<file path="config.mk">
export PLATFORM = sky130hd
export DESIGN_NAME = arr_arbiter
export DESIGN_NICKNAME = d
export VERILOG_FILES = /design/src/rtl/arr_arbiter.sv
export SDC_FILE = /design/constraint.sdc
export NUM_CORES = 1
export LEC_CHECK = 0
export CAP_MARGIN = 25
export CELL_PAD_IN_SITES_DETAIL_PLACEMENT = 0
export CELL_PAD_IN_SITES_GLOBAL_PLACEMENT = 1
export CORE_AREA = 2 2 189 191
export DETAILED_ROUTE_END_ITERATION = 10
export DIE_AREA = 0 0 191 193
export GPL_TIMING_DRIVEN = 0
export PLACE_DENSITY_LB_ADDON = 0.1
export RECOVER_POWER = 50
export REMOVE_ABC_BUFFERS = 1
export SYNTH_ARGS = -nofsm -noshare
export SYNTH_HDL_FRONTEND = slang
export SYNTH_SLANG_ARGS = --single-unit
export TNS_END_PERCENT = 1
</file>
<file path="constraint.sdc">
create_clock -name clk -period 3.6 [get_ports clk]
set_input_delay 0.9 -clock clk [delete_from_list [all_inputs] [get_ports clk]]
set_output_delay 0.9 -clock clk [all_outputs]
set_load 0.02 [all_outputs]
</file>
<file path="src/rtl/arr_arbiter.sv">
// rtl/arr_arbiter.sv - round-robin arbiter with lockable bursts and host override for a single-port memory
module arr_arbiter #(
    parameter int DATA_W    = 64,
    parameter int ADDR_W    = 4,
    parameter int NUM_REQ   = 2,
    parameter int MAX_BURST = 4
) (
    input  logic                        clk,
    input  logic                        rst_n,
    input  logic                        host_en,
    input  logic                        host_we,
    input  logic [ADDR_W-1:0]           host_addr,
    input  logic signed [DATA_W-1:0]    host_wdata,
    output logic signed [DATA_W-1:0]    host_rdata,
    input  logic [NUM_REQ-1:0]          req_valid,
    input  logic [NUM_REQ-1:0]          req_lock,
    input  logic [NUM_REQ-1:0]          req_we,
    input  logic [NUM_REQ*ADDR_W-1:0]   req_addr,
    input  logic [NUM_REQ*DATA_W-1:0]   req_wdata,
    output logic [NUM_REQ-1:0]          req_ready,
    output logic [NUM_REQ-1:0]          rsp_valid,
    output logic signed [DATA_W-1:0]    rsp_data,
    output logic                        mem_we,
    output logic [ADDR_W-1:0]           mem_addr,
    output logic signed [DATA_W-1:0]    mem_wdata,
    input  logic signed [DATA_W-1:0]    mem_rdata
);
    localparam int IDX_W = (NUM_REQ > 1) ? $clog2(NUM_REQ) : 1;
    localparam logic [IDX_W:0] NREQ = (IDX_W+1)'(NUM_REQ);
    localparam logic [3:0] MAXB = 4'(MAX_BURST);

    typedef enum logic [1:0] {ARB, OWN, HOST} state_t;

    state_t             state, state_nxt;
    logic [IDX_W-1:0]   rr_ptr, rr_nxt, owner, owner_nxt, rd_id;
    logic [3:0]         burst_cnt, burst_nxt;
    logic               rd_pend;
    logic [IDX_W-1:0]   arb_idx, gnt_idx, ptr_wrap;
    logic [IDX_W:0]     cand, ptr_inc;
    logic               arb_found, accept, others_valid;
    logic [NUM_REQ-1:0] sel_oh;

    // Rotating priority search starting at rr_ptr
    always_comb begin
        arb_found = 1'b0;
        arb_idx   = '0;
        cand      = '0;
        for (int k = 0; k < NUM_REQ; k++) begin
            cand = {1'b0, rr_ptr} + (IDX_W+1)'(k);
            if (cand >= NREQ) cand = cand - NREQ;
            if (!arb_found && req_valid[cand[IDX_W-1:0]]) begin
                arb_found = 1'b1;
                arb_idx   = cand[IDX_W-1:0];
            end
        end
    end

    always_comb begin
        accept  = 1'b0;
        gnt_idx = arb_idx;
        if (rst_n && !host_en) begin
            case (state)
                ARB: accept = arb_found;
                OWN: begin
                    gnt_idx = owner;
                    accept  = req_valid[owner];
                end
                default: accept = 1'b0;
            endcase
        end
    end

    assign sel_oh       = NUM_REQ'(1) << gnt_idx;
    assign others_valid = |(req_valid & ~sel_oh);
    assign ptr_inc      = {1'b0, gnt_idx} + (IDX_W+1)'(1);
    assign ptr_wrap     = (ptr_inc >= NREQ) ? '0 : ptr_inc[IDX_W-1:0];

    always_comb begin
        state_nxt = state;
        rr_nxt    = rr_ptr;
        owner_nxt = owner;
        burst_nxt = burst_cnt;
        if (accept) rr_nxt = ptr_wrap;
        if (host_en) begin
            state_nxt = HOST;
        end else begin
            case (state)
                HOST: begin
                    state_nxt = ARB;
                    owner_nxt = '0;
                    burst_nxt = '0;
                end
                ARB: begin
                    // A one-transaction burst limit releases immediately when others are waiting
                    if (accept && req_lock[gnt_idx] && !(MAXB == 4'd1 && others_valid)) begin
                        state_nxt = OWN;
                        owner_nxt = gnt_idx;
                        burst_nxt = 4'd1;
                    end
                end
                OWN: begin
                    if (accept && burst_cnt < MAXB) burst_nxt = burst_cnt + 4'd1;
                    if (!req_lock[owner] || (accept && burst_nxt >= MAXB && others_valid)) begin
                        state_nxt = ARB;
                        burst_nxt = '0;
                    end
                end
                default: state_nxt = ARB;
            endcase
        end
    end

    always_comb begin
        req_ready = accept ? sel_oh : '0;
        mem_we    = 1'b0;
        mem_addr  = '0;
        mem_wdata = '0;
        if (rst_n) begin
            if (host_en) begin
                mem_we    = host_we;
                mem_addr  = host_addr;
                mem_wdata = host_wdata;
            end else if (accept) begin
                mem_we    = req_we[gnt_idx];
                mem_addr  = req_addr[gnt_idx*ADDR_W +: ADDR_W];
                mem_wdata = req_wdata[gnt_idx*DATA_W +: DATA_W];
            end
        end
    end

    assign host_rdata = mem_rdata;
    assign rsp_valid  = (rd_pend && rst_n) ? (NUM_REQ'(1) << rd_id) : '0;
    assign rsp_data   = (rd_pend && rst_n) ? mem_rdata : '0;

    always_ff @(posedge clk or negedge rst_n) begin
        if (!rst_n) begin
            state     <= ARB;
            rr_ptr    <= '0;
            owner     <= '0;
            burst_cnt <= '0;
            rd_pend   <= 1'b0;
            rd_id     <= '0;
        end else begin
            state     <= state_nxt;
            rr_ptr    <= rr_nxt;
            owner     <= owner_nxt;
            burst_cnt <= burst_nxt;
            rd_pend   <= accept && !req_we[gnt_idx];
            rd_id     <= gnt_idx;
        end
    end
endmodule

</file>
==> results.md <==
* Status: complete, but fails checks
* Failing checks: capacitance limit, slew limit
* Area contributors post-synth: mux2i_1, buf_4, and2_1
* Drt via density at around 3.6
* Via Count at a little over 5000
* Largest net degree at the start of global routing at 45
* Yosys reg bits at 10
* YS warnings at 0
* MaxCap Viol Count at 1
* Post-synth ARST share at 100%
* Max VDD drop at ~0.17 mV
* First-pass iteration count of the detailed router at 4
* Placed Area at 0.00821 sq mm
* Register area share after synthesis at roughly 7.4%
* WL/cell at between 20 and 25 um
* Finished Cell Area at between 0.008 and 0.009 sq mm
* Gr ovfl total at 0
* Iter 0 DRT Violations at 138
* Synth area leader: mux2i_1
* RSZ-0062 raised after global routing: yes
* Core area at roughly 0.035 sq mm
* Share of cells above drive strength 1 at 15.4%
* GPL Wtd Cong at 0.696
* H-tree levels at 1
* Top cell type's share of synthesized area at 21.4%
* Initial antenna violation count at 1
* Worst hold margin at around 0.55 ns
* Initial Utilization at 9.64%
* Crit path capture type: primary output
* Hold buffers post-CTS at 0
* Worst slew pin tran at roughly 1.6 ns
* Port buffer count at 478
* Clk_lat worst skew at 0.24 ns
* Post-route antenna net violation count at 0
* HPWL after DPL at between 20000 and 25000 um
* Netlist cell types at 27
* Pleak at a little over 0.004 uW
* Metal1 wirelength at 12800 um
* Fin. Hold Viols at 0
* CP Buf/Inv Count at 3
* First-pass GRT wire length at 40100 um
* Worst slack, placed at -1.33 ns
* Worst Hold Class: reg2reg
* Synth Instances at 510
* Die area at 0.0369 sq mm
* CP required at 2.70 ns
* Die H at 193 um
* Crit path top cell by count: buf_6
* Post-synthesis cell area at ~0.0034 sq mm
* CTS sink count at 10
* Area grow syn2layout at 163%
* Final Util at between 20% and 30%
* Standard-cell row count at 69
* Most common flop cell mapped by yosys: dfrtp_1
* Number of synthesized flops with an enable pin at 0
* Setup ws final at approximately 0.044 ns
* CTS Buf Count at 3
* Uppermost routed layer: met4
* Final #Nets at approximately 1200
* Period utilisation layout at 98.8%
* WHS Path Cells at 2
* CTS tree: yes
* CP Cell Sequence: buf_12, nor2_4, and3_4, mux2_8, buf_6, mux2i_4, o21ai_1, and2_1, buf_6
* Routed met2 length at 16100 um
* Slew Viols, Final at 32
* Max-slew headroom at -5.15%
* All-layer global routing usage at 15.2%
* Longest Clk Path Bufs at 2
* Cell count along the critical path at 9
* I/O Pins at 479
* Final Skew at 0.00663 ns
* Worst setup SP type: primary input
* Worst path slowest cell: mux2_8
* Clock slew at reported path FFs at 0.04 ns
* Vias in the first global route at 5056
* Crit-path max cell delay at 0.46 ns
* Worst Path Arrival at 2.66 ns
* DIE WIDTH at 191 um
* R2R cell count at 8
* Final Setup Violations at 0
* WL met3 at approximately 1500 um
* Minimum clock period at 3.56 ns
* Worst path top cell family by delay: multiplexers
* Clock root buffer: clkbuf_16
* DRC violations left at 0
* WS Path Type: in2out
* CP Max Fanout at 8
* Cell Pwr Density at 160 mW/mm^2
* Post-synthesis area per instance at between 6 and 7 sq um
* Final WL at 30500 um
* Fmax at 281 MHz
registers in the layout (all words and copies together) (netlist names):
signal	flops
rd_id	1
state	2
owner	1
burst_cnt	4
rr_ptr	1
rd_pend	1
area by class of cell:
type                    instances  area (sq um)
diodes                          1          2.50
clock buffers                   4          78.8
fillers                      3847         26100
inverters                       4          18.8
multi-input cells             395          2670
flip-flops and latches         10           251
well taps                     461           577
repair buffers                528          5250
power by group:
part | internal, uW | total [uW] | switching, uW | leakage (uW)
Sequential | 124 | 143 | 18.5 | 0.000130
Clock | 149 | 207 | 58.2 | 0.0000382
Combinational | 611 | 1060 | 454 | 0.00395
synth_stat cells, types with 2 or more instances:
cell type / number
mux2i_1: 72
nor3_1: 2
buf_2: 5
mux2_2: 3
nand2_1: 75
buf_4: 67
and3_1: 66
o21ai_0: 73
a21boi_0: 2
nor2_1: 6
clkbuf_1: 37
o211ai_1: 3
dfrtp_1: 10
a21oi_1: 3
nand2b_1: 2
inv_1: 4
and2_1: 70
repair_timing:
item                                    CTS  global route
pin swaps                                 8             6
setup buffers                            31             3
cloned                                   16             1
endpoints found under the setup margin   72            58
resized for setup                       376            27
metal layers:
metal	vias up	global-route usage [%]
met5	-	0
met4	0	0.775
met3	4	2.48
met2	151	28.1
met1	2363	19.4
li1	2554	-
per-stage QoR:
stage	power, uW	std cells	setup TNS (ns)
2_1_floorplan	404	399	-74.22
3_5_place_dp	1050	1349	-85.30
5_1_grt	1500	1403	-0.645
6_report	1410	1403	0
3_3_place_gp	1060	1338	-1166.95
4_1_cts	1440	1400	-1.22
worst min-delay path: stages, from the launching register on:
cell and delay, ns:
dfrtp_1 0.35, a41oi_1 0.05, a21oi_1 0.10
cells by family (layout without fill, tap and decap cells):
group | count (synthesis) | after routing | share of synthesized area, %
simple gates | 223 | 224 | 35.5
buf+inv | 115 | 536 | 20.7
compound gates | 85 | 85 | 13.4
mux | 75 | 84 | 22.4
flops | 10 | 10 | 7.43
fa+ha+maj | 1 | 1 | 0.371
xor+xnor | 1 | 1 | 0.260
other cells | 0 | 1 | 0
final timing paths:
check                                   from           end  slack, ns
min in group asynchronous              rst_n         rd_id       0.86
max in group asynchronous              rst_n      state[0]       1.62
worst min-delay path            burst_cnt[2]  burst_cnt[2]       0.55
worst min register to register  burst_cnt[2]  burst_cnt[2]       0.55
worst max-delay path                 host_en        mem_we       0.04
worst max register to register         owner  burst_cnt[1]       1.32
cells in the final DEF (no fill, tap or decap), drive strengths merged:
| master | n |
|---|---|
| xor2 | 1 |
| nor2b | 1 |
| o22ai | 1 |
| nand2b | 2 |
| a21o | 1 |
| mux2 | 12 |
| clkdlybuf4s50 | 403 |
| nand2 | 75 |
| ha | 1 |
| a21boi | 2 |
| a41oi | 1 |
| or4 | 1 |
| nor2 | 6 |
| nor3 | 2 |
| and2 | 70 |
| mux2i | 72 |
| o21ai | 73 |
| bufbuf | 5 |
| dlygate4sd2 | 4 |
| dfrtp | 10 |
| clkdlybuf4s15 | 1 |
| clkbuf | 7 |
| o211ai | 3 |
| o41a | 1 |
| diode | 1 |
| a21oi | 3 |
| and3 | 67 |
| buf | 112 |
| inv | 3 |
| clkinvlp | 1 |
(Power assumes the default switching activity.)
